--- src/rtl/id_stage_pipe.sv ---
// -----------------------------------------------------------------------------
// id_stage_pipe
//   Registered instruction-decode stage of the 16-bit pipelined core. Decodes
//   one instruction per cycle, reads the register file combinationally,
//   resolves BEQ/BNE/B using flagZ, squashes the wrong-path fetch after a
//   taken branch and drives a valid-tagged ID/EX pipeline register.
//
// Build option:
//   ID_LOAD_USE_DETECT_EN  defined   -> internal load-use hazard detection
//                          undefined -> only ex_stall / hazard_detected stall
//
// Ports:
//   clk, rst              clock, synchronous active-high reset
//   if_valid, instruction, pc_in   instruction handed over by IF
//   flagZ                 zero flag used to resolve BEQ/BNE
//   ex_stall              EX cannot accept: hold the whole ID/EX register
//   hazard_detected       external hazard: insert a bubble
//   rf_raddr1/2, rf_rdata1/2       register-file read port (same cycle)
//   id_stall              IF must hold PC and instruction
//   br_taken, br_target   branch redirect to IF
//   ex_*                  registered ID/EX pipeline outputs
// -----------------------------------------------------------------------------
module id_stage_pipe #(
  parameter int WORD_LEN     = 16,
  parameter int REG_ADDR_LEN = 4,
  parameter int PC_LEN       = 16,
  parameter int EXE_CMD_LEN  = 4
) (
  input  logic                    clk,
  input  logic                    rst,
  input  logic                    if_valid,
  input  logic [15:0]             instruction,
  input  logic [PC_LEN-1:0]       pc_in,
  input  logic                    flagZ,
  input  logic                    ex_stall,
  input  logic                    hazard_detected,
  output logic [REG_ADDR_LEN-1:0] rf_raddr1,
  output logic [REG_ADDR_LEN-1:0] rf_raddr2,
  input  logic [WORD_LEN-1:0]     rf_rdata1,
  input  logic [WORD_LEN-1:0]     rf_rdata2,
  output logic                    id_stall,
  output logic                    br_taken,
  output logic [PC_LEN-1:0]       br_target,
  output logic                    ex_valid,
  output logic                    ex_mem_r_en,
  output logic                    ex_mem_w_en,
  output logic                    ex_wb_en,
  output logic                    ex_is_imm,
  output logic                    ex_st,
  output logic [EXE_CMD_LEN-1:0]  ex_exe_cmd,
  output logic [REG_ADDR_LEN-1:0] ex_dest,
  output logic [REG_ADDR_LEN-1:0] ex_src1,
  output logic [REG_ADDR_LEN-1:0] ex_src2,
  output logic [WORD_LEN-1:0]     ex_val1,
  output logic [WORD_LEN-1:0]     ex_val2,
  output logic [WORD_LEN-1:0]     ex_imm,
  output logic [PC_LEN-1:0]       ex_pc
);

  typedef enum logic [3:0] {
    OP_ADD  = 4'h0, OP_SUB = 4'h1, OP_AND = 4'h2, OP_OR  = 4'h3,
    OP_SHL  = 4'h4, OP_CMP = 4'h5, OP_MOVI = 4'h6, OP_MOVR = 4'h7,
    OP_BEQ  = 4'h8, OP_BNE = 4'h9, OP_B   = 4'hA,
    OP_LDR  = 4'hC, OP_STR = 4'hD
  } opcode_e;

  localparam logic [EXE_CMD_LEN-1:0] CMD_NOP = EXE_CMD_LEN'(15);

  typedef struct packed {
    logic                    valid;
    logic                    mem_r_en;
    logic                    mem_w_en;
    logic                    wb_en;
    logic                    is_imm;
    logic                    st;
    logic [EXE_CMD_LEN-1:0]  exe_cmd;
    logic [REG_ADDR_LEN-1:0] dest;
    logic [REG_ADDR_LEN-1:0] src1;
    logic [REG_ADDR_LEN-1:0] src2;
    logic [WORD_LEN-1:0]     val1;
    logic [WORD_LEN-1:0]     val2;
    logic [WORD_LEN-1:0]     imm;
    logic [PC_LEN-1:0]       pc;
  } ex_reg_t;

  ex_reg_t ex_q, ex_d;
  logic    kill_q, kill_d;

  logic [3:0]              opcode;
  logic [EXE_CMD_LEN-1:0]  dec_cmd;
  logic                    dec_mem_r, dec_mem_w, dec_wb, dec_is_imm, dec_st;
  logic                    is_beq, is_bne, is_b, is_mem;
  logic [REG_ADDR_LEN-1:0] dest_f, src1_f, src2_f;
  logic [WORD_LEN-1:0]     imm_f;
  logic                    ld_hz, issue_valid;

  assign opcode = instruction[15:12];

  // Instruction decode.
  always_comb begin
    // NOTE: every output of a combinational block gets a default first, so no path can leave it unassigned and infer a latch.
    dec_cmd    = CMD_NOP;
    dec_mem_r  = 1'b0;
    dec_mem_w  = 1'b0;
    dec_wb     = 1'b0;
    dec_is_imm = 1'b0;
    dec_st     = 1'b0;
    is_beq     = 1'b0;
    is_bne     = 1'b0;
    is_b       = 1'b0;
    case (opcode)
      OP_ADD:  begin dec_cmd = EXE_CMD_LEN'(0); dec_wb = 1'b1; end
      OP_SUB:  begin dec_cmd = EXE_CMD_LEN'(1); dec_wb = 1'b1; end
      OP_AND:  begin dec_cmd = EXE_CMD_LEN'(2); dec_wb = 1'b1; end
      OP_OR:   begin dec_cmd = EXE_CMD_LEN'(3); dec_wb = 1'b1; end
      OP_SHL:  begin dec_cmd = EXE_CMD_LEN'(4); dec_wb = 1'b1; end
      OP_CMP:  dec_cmd = EXE_CMD_LEN'(1);
      OP_MOVI: begin dec_cmd = EXE_CMD_LEN'(5); dec_wb = 1'b1; dec_is_imm = 1'b1; end
      OP_MOVR: begin dec_cmd = EXE_CMD_LEN'(5); dec_wb = 1'b1; end
      OP_BEQ:  is_beq = 1'b1;
      OP_BNE:  is_bne = 1'b1;
      OP_B:    is_b = 1'b1;
      OP_LDR:  begin
        dec_cmd = EXE_CMD_LEN'(0); dec_is_imm = 1'b1; dec_mem_r = 1'b1; dec_wb = 1'b1;
      end
      OP_STR:  begin
        dec_cmd = EXE_CMD_LEN'(0); dec_is_imm = 1'b1; dec_mem_w = 1'b1; dec_st = 1'b1;
      end
      default: ;
    endcase
  end

  // Memory ops carry a 4-bit offset; everything else an 8-bit immediate.
  // STR reads its store data register from the dest field.
  assign is_mem = (opcode == OP_LDR) || (opcode == OP_STR);
  assign dest_f = REG_ADDR_LEN'(instruction[11:8]);
  assign src1_f = REG_ADDR_LEN'(instruction[7:4]);
  assign src2_f = (opcode == OP_STR) ? REG_ADDR_LEN'(instruction[11:8])
                                     : REG_ADDR_LEN'(instruction[3:0]);
  assign imm_f  = is_mem ? WORD_LEN'(instruction[3:0]) : WORD_LEN'(instruction[7:0]);

  assign rf_raddr1 = src1_f;
  assign rf_raddr2 = src2_f;

`ifdef ID_LOAD_USE_DETECT_EN
  logic use_src1, use_src2;

  always_comb begin
    use_src1 = 1'b0;
    use_src2 = 1'b0;
    case (opcode)
      OP_ADD, OP_SUB, OP_AND, OP_OR, OP_SHL, OP_CMP, OP_STR: begin
        use_src1 = 1'b1;
        use_src2 = 1'b1;
      end
      OP_MOVR, OP_LDR: use_src1 = 1'b1;
      default: ;
    endcase
  end

  // A load in EX has not produced its data yet; a dependent instruction waits one cycle.
  assign ld_hz = ex_q.valid & ex_q.mem_r_en & if_valid & ~kill_q &
                 ((use_src1 & (src1_f == ex_q.dest)) | (use_src2 & (src2_f == ex_q.dest)));
`else
  assign ld_hz = 1'b0;
`endif

  assign id_stall    = ex_stall | hazard_detected | ld_hz;
  assign issue_valid = if_valid & ~kill_q;
  assign br_taken    = issue_valid & ~id_stall & (is_b | (is_beq & flagZ) | (is_bne & ~flagZ));
  assign br_target   = pc_in + PC_LEN'($signed(instruction[11:0]));

  // Next state of the ID/EX register and the wrong-path kill flag.
  always_comb begin
    ex_d   = ex_q;
    kill_d = kill_q;
    if (!ex_stall) begin
      // The slot after a taken branch is squashed; kill drops once a valid
      // instruction has actually been consumed as that bubble.
      if (br_taken)                   kill_d = 1'b1;
      else if (if_valid && !id_stall) kill_d = 1'b0;

      if (hazard_detected || ld_hz) begin
        ex_d = '0;
      end else begin
        ex_d.valid    = issue_valid;
        ex_d.mem_r_en = issue_valid & dec_mem_r;
        ex_d.mem_w_en = issue_valid & dec_mem_w;
        ex_d.wb_en    = issue_valid & dec_wb;
        ex_d.is_imm   = issue_valid & dec_is_imm;
        ex_d.st       = issue_valid & dec_st;
        ex_d.exe_cmd  = issue_valid ? dec_cmd : CMD_NOP;
        ex_d.dest     = dest_f;
        ex_d.src1     = src1_f;
        ex_d.src2     = src2_f;
        ex_d.val1     = rf_rdata1;
        ex_d.val2     = rf_rdata2;
        ex_d.imm      = imm_f;
        ex_d.pc       = pc_in;
      end
    end
  end

  always_ff @(posedge clk) begin
    // NOTE: sequential state uses non-blocking assignments so every flop samples pre-edge values.
    if (rst) begin
      ex_q   <= '0;
      kill_q <= 1'b0;
    end else begin
      ex_q   <= ex_d;
      kill_q <= kill_d;
    end
  end

  assign ex_valid    = ex_q.valid;
  assign ex_mem_r_en = ex_q.mem_r_en;
  assign ex_mem_w_en = ex_q.mem_w_en;
  assign ex_wb_en    = ex_q.wb_en;
  assign ex_is_imm   = ex_q.is_imm;
  assign ex_st       = ex_q.st;
  assign ex_exe_cmd  = ex_q.exe_cmd;
  assign ex_dest     = ex_q.dest;
  assign ex_src1     = ex_q.src1;
  assign ex_src2     = ex_q.src2;
  assign ex_val1     = ex_q.val1;
  assign ex_val2     = ex_q.val2;
  assign ex_imm      = ex_q.imm;
  assign ex_pc       = ex_q.pc;

endmodule

--- config.mk ---
export PLATFORM = sky130hd
export DESIGN_NAME = id_stage_pipe
export DESIGN_NICKNAME = d
export VERILOG_FILES = /design/src/rtl/id_stage_pipe.sv
export SDC_FILE = /design/constraint.sdc
export NUM_CORES = 1
export LEC_CHECK = 0
export ABC_CLOCK_PERIOD_IN_PS = 7500
export BUFFER_PORTS_ARGS = -buffer_cell sky130_fd_sc_hd__buf_2
export CAP_MARGIN = 20
export CORE_MARGIN = 10
export CORE_UTILIZATION = 45
export DETAILED_ROUTE_END_ITERATION = 8
export PLACE_DENSITY = 0.78
export REMOVE_ABC_BUFFERS = 1
export SETUP_SLACK_MARGIN = 0.5
export SYNTH_ARGS = -nofsm -noshare
export SYNTH_HDL_FRONTEND = slang
export SYNTH_SLANG_ARGS = --single-unit
--- constraint.sdc ---
create_clock -name clk -period 7.5 [get_ports clk]
set_input_delay 1.5 -clock clk [delete_from_list [all_inputs] [get_ports clk]]
set_output_delay 1.5 -clock clk [all_outputs]
set_load 0.1 [all_outputs]
After elaboration in Yosys (flattened, before gate mapping) --
Index checks and enable logic that the tools add are counted. Widths: inputs -> output; s select.
Operators by class: muxes and demuxes 14, eq/ne operators 12, add/subtract/negate cells 1, reductions and logical operators 11, bitwise logic cells 16
Operators by type and width (number):
- $mux 86 | 1
- $pmux 4 s6 | 1
- $eq 4x4->1 const B | 5
- $add 16x16->16 | 1
- $eq 4x3->1 const B | 4
- $and 1x1->1 | 9
- $mux 1 | 9
- $eq 4x2->1 const B | 2
- $mux 4 | 2
- $mux 8 | 1
- $reduce_or 8->1 | 1
- $reduce_or 3->1 | 2
- $eq 4x1->1 const B | 1
- $logic_not 4->1 | 1
- $not 1->1 | 4
- $reduce_or 2->1 | 2
- $or 1x1->1 | 3
- $reduce_and 2->1 | 1
- $reduce_bool 2->1 | 1
- $logic_and 1x1->1 | 1
- $logic_not 1->1 | 1
- $logic_or 1x1->1 | 1
Storage, ports and cells: word-level logic and storage cells 69, bits in registers 87, bits of input ports 70, output and inout bits 112

Depth between registers and ports, before layout --
Gate-level depths: netlist of the first run.
word-level depth 8, depth in mapped cells 8, depth with buffers taken out 8

Least setup slack after synthesis of the first run --
OpenSTA, ideal clock, no wires.
path type input to output, from input instruction[0], to output br_target[10], arrival 4.156 ns, stages 6, required time 6.000 ns, slack 1.844 ns, cell sequence ha_1 -> fa_1 -> a21o_1 -> a221oi_2 -> o31ai_2 -> xor2_1
On the way: cells in the longest elaborated chain, start to end 1
Ends and longest elaborated chain:
- start: declaration | line 32 | input logic [15:0] instruction,
- $add 16x16->16 | line 171 | assign br_target = pc_in + PC_LEN'($signed(instruction[11:0]));
- end: declaration | line 43 | output logic [PC_LEN-1:0] br_target,
No other way between the ends.

Worst setup path after layout of the first run --
from input instruction[0], to output br_target[12]
Same word-level chain as after synthesis.

==> results of run 1 <==
==> state kept, by name (all words and copies together) (netlist names) <==
signal	count
ex_pc	16
ex_val1	16
ex_val2	16
ex_imm	8
ex_dest	4
ex_exe_cmd	4
ex_src1	4
ex_src2	4
ex_is_imm	1
ex_mem_r_en	1
ex_mem_w_en	1
ex_valid	1
ex_wb_en	1
kill_q	1
==> cell usage in the layout, fill, tap and decap left out, types with 8 or more instances in the layout <==
| cell type | synthesis | routed |
|---|---|---|
| nand2_1 | 14 | 14 |
| a22oi_1 | 67 | 67 |
| nor2_1 | 83 | 82 |
| conb_1 | 1 | 8 |
| dfxtp_1 | 78 | 78 |
| clkbuf_8 | 0 | 9 |
| a21o_1 | 10 | 10 |
| xnor2_1 | 9 | 9 |
| buf_2 | 4 | 173 |
| ha_1 | 15 | 15 |
| a21oi_1 | 18 | 18 |
==> synthesized netlist by cell type (3+ instances only) <==
master    count
a21o_1       10
a21oi_1      18
a22oi_1      67
buf_1         3
buf_2         4
buf_4        13
clkbuf_1     19
dfxtp_1      78
ha_1         15
mux2_2        4
nand2_1      14
nor2_1       83
nor2b_1       3
o21a_1        4
o21ai_0       4
xnor2_1       9
xor2_1        6
==> layer usage <==
metal	global-route usage	up-vias	wire, microns
met5	0	-	0
met4	0.0401	0	50
met3	0.0756	6	1200
met2	0.284	140	5250
met1	0.206	1574	4440
li1	-	1678	-
==> critical path, stage by stage <==
cell and delay [ns]:
buf_2 0.12, ha_1 0.22, fa_1 0.41, a21o_1 0.23, a221oi_2 0.38, o31ai_2 0.12
a21o_1 0.21, a21oi_1 0.18, xnor2_1 0.13, buf_2 0.44
==> cell families after synthesis <==
| logic type | Yosys count | share of synthesized area |
|---|---|---|
| AO/OA/AOI/OAI | 116 | 0.240 |
| AND/OR/NAND/NOR | 116 | 0.139 |
| flip-flops | 78 | 0.447 |
| buffers and inverters | 41 | 0.0595 |
| adder cells (fa/ha/maj) | 16 | 0.0595 |
| XOR/XNOR | 15 | 0.0376 |
| multiplexers | 5 | 0.0158 |
| other | 1 | 0.00107 |
==> area by class of cell <==
type	count	area [sq um]	area share
Multi-Input combinational cell	276	1760	0.387
Sequential cell	78	1560	0.344
Timing Repair Buffer	176	888	0.196
Clock buffer	10	128	0.0281
Tap cell	102	128	0.0281
Clock inverter	6	70.1	0.0154
Inverter	2	7.51	0.00165
==> metrics by stage <==
step / utilization / cells / power [mW]
finish: 0.594 / 650 / 1.21
global route: 0.594 / 650 / 1.26
CTS: 0.594 / 650 / 1.23
detailed placement: 0.568 / 634 / 0.911
global placement: 0.568 / 634 / 0.906
floorplan: - / 356 / 0.808
==> worst min-delay path by stage <==
stage / start / slack (ns) / cells after the start / to
after global routing: ex_valid$_SDFFE_PP0N_ / 0.49 / 2 / ex_valid$_SDFFE_PP0N_
after global placement: ex_exe_cmd[1]$_SDFFE_PP0N_ / 0.45 / 2 / ex_exe_cmd[1]$_SDFFE_PP0N_
after floorplan: kill_q$_SDFFE_PP0P_ / 0.46 / 2 / kill_q$_SDFFE_PP0P_
after detailed placement: ex_exe_cmd[1]$_SDFFE_PP0N_ / 0.45 / 2 / ex_exe_cmd[1]$_SDFFE_PP0N_
final: ex_exe_cmd[1]$_SDFFE_PP0N_ / 0.46 / 2 / ex_exe_cmd[1]$_SDFFE_PP0N_
after CTS: ex_exe_cmd[1]$_SDFFE_PP0N_ / 0.46 / 2 / ex_exe_cmd[1]$_SDFFE_PP0N_
==> power by group <==
part | total, mW | switching [mW] | internal (mW)
Combinational | 0.463 | 0.381 | 0.0828
Sequential | 0.437 | 0.00760 | 0.429
Clock | 0.314 | 0.158 | 0.156
==> results.json, run 1 <==
{
  "clock_skew_ns": 0.00617,
  "post_cts_buffers": 0,
  "endpoint_kind": "primary output",
  "finalInstanceArea_sq_um": 4540,
  "antenna_cells": 0,
  "cp-startpoint": "instruction[0]",
  "h-tree-depth": 3,
  "holdWs_ns": 0.461,
  "tightest_slew_ns": 0.841,
  "grt_usage": 0.174,
  "vias_per_cell": 5.23,
  "status": "finished, final reports clean",
  "synth_top_cell_by_area": "dfxtp_1",
  "cts_hold_buf": 0,
  "synthDistinctLibCells": 41,
  "ys_ff_latch": 78,
  "r2r_start": "kill_q$_SDFFE_PP0P_",
  "std_cell_rows": 32,
  "synth_edf_count": 0,
  "ant_nets": 0,
  "yosysWarnings": 0,
  "grt_max_degree": 81,
  "clk_pin_slew_worst_paths_ns": 0.08,
  "dieHeight_microns": 108,
  "startpoint_type": "input pin",
  "cap_violations": 0,
  "cts_buffers": 9,
  "async_flop_share": 0,
  "firstDrtPassIters": 4,
  "rr_worst_depth": 5,
  "fin_crit_ns": 5.45,
  "endpoint": "br_target[12]",
  "fin_nets": 629,
  "crit_fanout": 3,
  "place_area_sq_um": 4340,
  "initial_core_util": 0.457,
  "place_worst_setup_slack_ns": 2.06,
  "synth_top_cell_area_share": 0.447,
  "cts_max_path_buffers": 2,
  "ys_seq_area_frac": 0.447,
  "overflow": 0,
  "detail_route.wl_per_cell_microns": 16.8,
  "slew_viol_final": 0,
  "power.density_nw_per_um2": 268,
  "die_area_sq_um": 11700,
  "fillCellCount": 716,
  "dp_hpwl_microns": 8150,
  "core_area_sq_um": 7650,
  "clock-sinks": 78,
  "num_vias": 3398,
  "port_buffers": 173,
  "clockRootBuffer": "clkbuf_8",
  "synth_area_sq_um": 3490,
  "die_w_microns": 108,
  "worst-endpoint-required_ns": 6.00,
  "syn_avg_cell_area_sq_um": 9.00,
  "rsz0062_at_grt": "false",
  "setup_viol_count_final": 0,
  "drt-total-wl_microns": 10900,
  "grt_first_pass_wirelength_microns": 16700,
  "ys_top_cells_by_area": "dfxtp_1, a22oi_1, nor2_1",
  "path_class": "input pin to primary output",
  "synth_flop_cell": "dfxtp_1",
  "min_period_over_period": 0.727,
  "area_delta_synth_final_pct": 30.0,
  "drive_above_1_share": 0.365,
  "postLayoutSetupSlackWorst_ns": 2.05,
  "clk_latency_ns": 0.33,
  "reg2reg_slack_ns": 6.27,
  "cts_resized": 0,
  "worst_ep_arrival_time_ns": 3.95,
  "irDropWorstVdd_mv": 0.146,
  "drt-initial-drc-count": 190,
  "drc": 0,
  "max_freq_mhz": 184,
  "synthCells": 388,
  "worstHoldPathType": "flop to flop",
  "p_leak_nw": 2.24,
  "grt_pass1_vias": 3303,
  "relSlewSlack": 0.440,
  "setup_tns_ns": 0,
  "timing.rr.end": "ex_mem_r_en$_SDFFE_PP0N_",
  "cts_tree": "done",
  "gp_congestion": 0.833,
  "antenna_found_initial": 0,
  "io_pins": 182,
  "hold_violations": 0
}
No activity file was read; power rests on OpenSTA's default activity.
==> run 2, diff against run 1 <==
Settings changed: ABC_CLOCK_PERIOD_IN_PS 7500 to 4600, CORE_UTILIZATION 45 to 41, PLACE_DENSITY 0.78 to 0.75.
Clock period 7.5 ns to 4.6 ns, I/O delays scaled along.
==> run 2 against run 1 <==
Wire length increased by 0.50%. Die area up 7.9%. Clock power rose by 76%. Register-to-register slack worse by 2.9 ns. Critical path type unchanged.
==> results.json, run 2 (synthesis gave the netlist of run 1 again) <==
{
  "endpoint_kind": "primary output",
  "hold_violations": 0,
  "clk_pin_slew_worst_paths_ns": 0.08,
  "irDropWorstVdd_mv": 0.205,
  "clk_latency_ns": 0.34,
  "drt-total-wl_microns": 11000,
  "power.density_nw_per_um2": 442,
  "place_worst_setup_slack_ns": 0.324,
  "whs_endpoint": "ex_exe_cmd[1]$_SDFFE_PP0N_",
  "startpoint_type": "input pin",
  "core_area_sq_um": 8260,
  "finalInstanceArea_sq_um": 4600,
  "grt_pass1_vias": 3432,
  "dp_hpwl_microns": 8230,
  "cap_violations": 0,
  "fin_nets": 630,
  "die_area_sq_um": 12600,
  "worst_ep_arrival_time_ns": 3.07,
  "worst-endpoint-required_ns": 3.68,
  "antenna_cells": 0,
  "gp_congestion": 0.848,
  "tightest_slew_ns": 0.819,
  "power_mw": 2.04,
  "rsz0062_at_grt": "false",
  "cts_buffers": 9,
  "status": "finished, final reports clean",
  "p_leak_nw": 2.28,
  "antenna_found_initial": 0,
  "overflow": 0,
  "timing.rr.end": "ex_mem_r_en$_SDFFE_PP0N_",
  "drt-initial-drc-count": 142,
  "area_delta_synth_final_pct": 31.8,
  "path_class": "input pin to primary output",
  "detail_route.wl_per_cell_microns": 16.8,
  "cts_tree": "done",
  "crit_fanout": 3,
  "max_freq_mhz": 251,
  "r2r_start": "kill_q$_SDFFE_PP0P_",
  "final_cell_mix": "buf_2, nor2_1, dfxtp_1",
  "final_common_cell": "buf_2",
  "holdCritStartpoint": "ex_exe_cmd[1]$_SDFFE_PP0N_",
  "clock-sinks": 78,
  "worstHoldPathType": "flop to flop",
  "reg2reg_slack_ns": 3.39,
  "min_period_over_period": 0.867,
  "die_w_microns": 112,
  "cts_max_path_buffers": 2,
  "relSlewSlack": 0.454,
  "setup_viol_count_final": 0,
  "port_buffers": 173,
  "std_cell_rows": 33,
  "fillCellCount": 775,
  "num_vias": 3427,
  "drc": 0,
  "firstDrtPassIters": 4,
  "slew_viol_final": 0,
  "h-tree-depth": 3,
  "grt_max_degree": 80,
  "vias_per_cell": 5.25,
  "cts_hold_buf": 0,
  "whs_path_depth": 2,
  "grt_first_pass_wirelength_microns": 17400,
  "dieHeight_microns": 112,
  "io_pins": 182,
  "clockRootBuffer": "clkbuf_8",
  "ant_nets": 0,
  "grt_usage": 0.164,
  "clock_skew_ns": 0.00674,
  "setup_tns_ns": 0,
  "fin_crit_ns": 3.99,
  "initial_core_util": 0.423,
  "rr_worst_depth": 5,
  "holdWs_ns": 0.465,
  "drive_above_1_share": 0.370,
  "postLayoutSetupSlackWorst_ns": 0.613,
  "place_area_sq_um": 4360
}
==> run 2: how the worst max path moves through the flow <==
| stage | startpoint | end | cells past startpoint |
|---|---|---|---|
| after global routing | instruction[0] | br_target[14] | 10 |
| after detailed placement | instruction[0] | br_target[12] | 10 |
| after global placement | instruction[0] | br_target[12] | 10 |
| after CTS | instruction[0] | br_target[14] | 10 |
| final | instruction[0] | br_target[14] | 10 |
| after floorplan | hazard_detected | id_stall | 2 |
==> run 2: through the flow <==
stage / cells / utilization
finish: 653 / 0.558
global route: 653 / 0.558
CTS: 652 / 0.556
detailed placement: 637 / 0.528
global placement: 637 / 0.528
floorplan: 356 / -
==> run 2: layout make-up <==
class / instances / area (sq um) / area share
multi-input combinational: 276 / 1780 / 0.386
sequential: 78 / 1560 / 0.339
timing repair buffer: 177 / 917 / 0.199
tap: 105 / 131 / 0.0285
clock buffer: 9 / 124 / 0.0269
clock inverter: 6 / 87.6 / 0.0190
inverter: 2 / 7.51 / 0.00163
==> run 2: per-layer routing <==
metal / up-vias / GRT usage / wire, microns
met1: 1615 / 0.197 / 4570
li1: 1671 / - / -
met4: 0 / 0.0440 / 118
met3: 11 / 0.0714 / 1070
met2: 130 / 0.261 / 5230
met5: - / 0 / 0
==> run 2: timing repair <==
item,in CTS,in global routing
gates resized for setup,3,2
pin swaps,0,1
buffers inserted,0,1
setup endpoints to repair,2,2
==> run 2: where the power goes <==
| group | internal [mW] | leakage, nW | switching (mW) |
|---|---|---|---|
| registers | 0.700 | 0.636 | 0.0122 |
| logic | 0.147 | 1.53 | 0.623 |
| clock network | 0.303 | 0.109 | 0.251 |
| total | 1.15 | 2.28 | 0.886 |
==> run 2: worst max-delay path, cell delays in order <==
cell and delay [ns]:
buf_2 0.12, ha_1 0.23, fa_2 0.36, a21o_1 0.23, a221oi_4 0.30, o31ai_2 0.11
a21o_1 0.21, a21oi_1 0.17, xnor2_1 0.19, buf_12 0.21
==> run 3, diff against run 2 <==
Settings changed: ABC_CLOCK_PERIOD_IN_PS 4600 to 4630, CORE_MARGIN 10 to 5, CORE_UTILIZATION 41 to 45, PLACE_DENSITY 0.75 to 0.78.
Clock period 4.6 ns to 4.63 ns, I/O delays scaled along.
==> run 3 against run 2 <==
Design area shrank 0.14%. Sequential power shrank 0.6%. Clock-buffer cell count grew 2. Largest cell class unchanged.
==> results.json, run 3 (synthesis gave the netlist of run 1 again) <==
{
  "final_cell_mix": "buf_2, nor2_1, dfxtp_1",
  "worstHoldPathType": "flop to flop",
  "antenna_found_initial": 0,
  "clock-sinks": 78,
  "irDropWorstVdd_mv": 0.242,
  "cap_violations": 0,
  "slew_viol_final": 0,
  "port_buffers": 173,
  "drc": 0,
  "startpoint_type": "input pin",
  "io_pins": 182,
  "clk_latency_ns": 0.34,
  "max_freq_mhz": 248,
  "grt_max_degree": 80,
  "path_delay_family": "compound AO/OA/AOI/OAI gates",
  "h-tree-depth": 3,
  "met1_usage": 0.243,
  "rsz0062_at_grt": "false",
  "crit_chain": "buf_2 > ha_1 > fa_1 > a21o_1 > a221oi_4 > o31ai_2 > a21o_1 > a21oi_1 > xnor2_1 > buf_6",
  "fin_crit_ns": 4.03,
  "detail_route.wl_per_cell_microns": 15.1,
  "cts_tree": "done",
  "die_area_sq_um": 9620,
  "num_vias": 3410,
  "critPathBufInv": 2,
  "holdWs_ns": 0.464,
  "grt_first_pass_wirelength_microns": 15800,
  "cts_buffers": 9,
  "path_class": "input pin to primary output",
  "antenna_cells": 0,
  "power.density_nw_per_um2": 442,
  "drive_above_1_share": 0.366,
  "crit_fanout": 3,
  "grtUsageMet2": 0.324,
  "postLayoutSetupSlackWorst_ns": 0.603,
  "firstDrtPassIters": 4,
  "grt_busiest_layer": "met2",
  "p_leak_nw": 2.28,
  "cpMostUsedCell": "a21o_1",
  "place_worst_setup_slack_ns": 0.329,
  "die_w_microns": 98.1,
  "dieHeight_microns": 98.1,
  "cp_slowest_stage_delay_ns": 0.41,
  "hold_violations": 0,
  "status": "finished, final reports clean",
  "grt_use_met3": 0.0600,
  "grt_usage": 0.195,
  "std_cell_rows": 32,
  "fin_nets": 630,
  "grt_pass1_vias": 3312,
  "clock_skew_ns": 0.00803,
  "min_period_over_period": 0.870,
  "core_area_sq_um": 7650,
  "clockRootBuffer": "clkbuf_8",
  "tightest_slew_ns": 0.801,
  "worst_ep_arrival_time_ns": 3.10,
  "reg2reg_slack_ns": 3.44,
  "initial_core_util": 0.457,
  "worst-endpoint-required_ns": 3.70,
  "endpoint_kind": "primary output",
  "drt-initial-drc-count": 144,
  "overflow": 0,
  "dp_hpwl_microns": 7150,
  "power_mw": 2.03,
  "gp_congestion": 0.864,
  "vias_per_cell": 5.24,
  "final_common_cell": "buf_2",
  "drt-total-wl_microns": 9860,
  "ant_nets": 0,
  "clk_pin_slew_worst_paths_ns": 0.08,
  "cp_slowest_cell": "fa_1",
  "setup_viol_count_final": 0,
  "cts_hold_buf": 0,
  "area_delta_synth_final_pct": 31.6,
  "relSlewSlack": 0.466,
  "cts_max_path_buffers": 2
}
## run 3: cell types whose count changed in the layout (fill, tap and decap cells not counted)
cell / before / now
a21oi_1: 17 / 18
a21oi_2: 2 / 1
buf_12: 1 / 0
buf_6: 1 / 2
clkbuf_1: 0 / 1
clkbuf_8: 9 / 10
clkinv_2: 2 / 1
fa_1: 0 / 1
fa_2: 1 / 0
## run 3: metal layers
metal	up-vias	part of all wire	wire, microns
li1	1676	-	-
met1	1591	0.43	4190
met2	132	0.48	4720
met3	11	0.084	824
met4	0	0.012	120
met5	-	0	0
## run 3: timing repair
action | in CTS | in global routing
gates resized for setup | 4 | 1
setup endpoints to repair | 2 | 2
pin swaps | 0 | 1
buffers inserted | 0 | 1
## run 3: where the power goes
part | internal (mW) | switching, mW
Combinational | 0.141 | 0.613
Clock | 0.320 | 0.249
Sequential | 0.696 | 0.0127
Total | 1.16 | 0.875
## run 3: layout make-up
cell class,count,area [sq um]
timing repair buffer,177,908
fill,712,3050
clock inverter,5,82.6
multi-input combinational,276,1770
sequential,78,1560
tap,102,128
clock buffer,11,141
inverter,2,7.51
## run 3: through the flow
step	cells	area (sq um)	utilization	TNS, ns
floorplan	356	3320	-	-3.27
global placement	634	4340	0.568	0
detailed placement	634	4340	0.568	0
CTS	650	4580	0.599	0
global route	651	4600	0.601	0
finish	651	4600	0.601	0
## run 3: worst paths after layout
check | startpoint | endpoint | depth (start not counted)
min reg2reg | ex_exe_cmd[1]$_SDFFE_PP0N_ | ex_exe_cmd[1]$_SDFFE_PP0N_ | 2
min | ex_exe_cmd[1]$_SDFFE_PP0N_ | ex_exe_cmd[1]$_SDFFE_PP0N_ | 2
max reg2reg | kill_q$_SDFFE_PP0P_ | ex_mem_r_en$_SDFFE_PP0N_ | 5
max | instruction[0] | br_target[14] | 10
## run 3: worst register-to-register path: cells and delay by family (launching register included)
kind | cells | cell delay (ns)
compound gates | 1 | 0.07
flops | 1 | 0.31
simple gates | 4 | 0.75
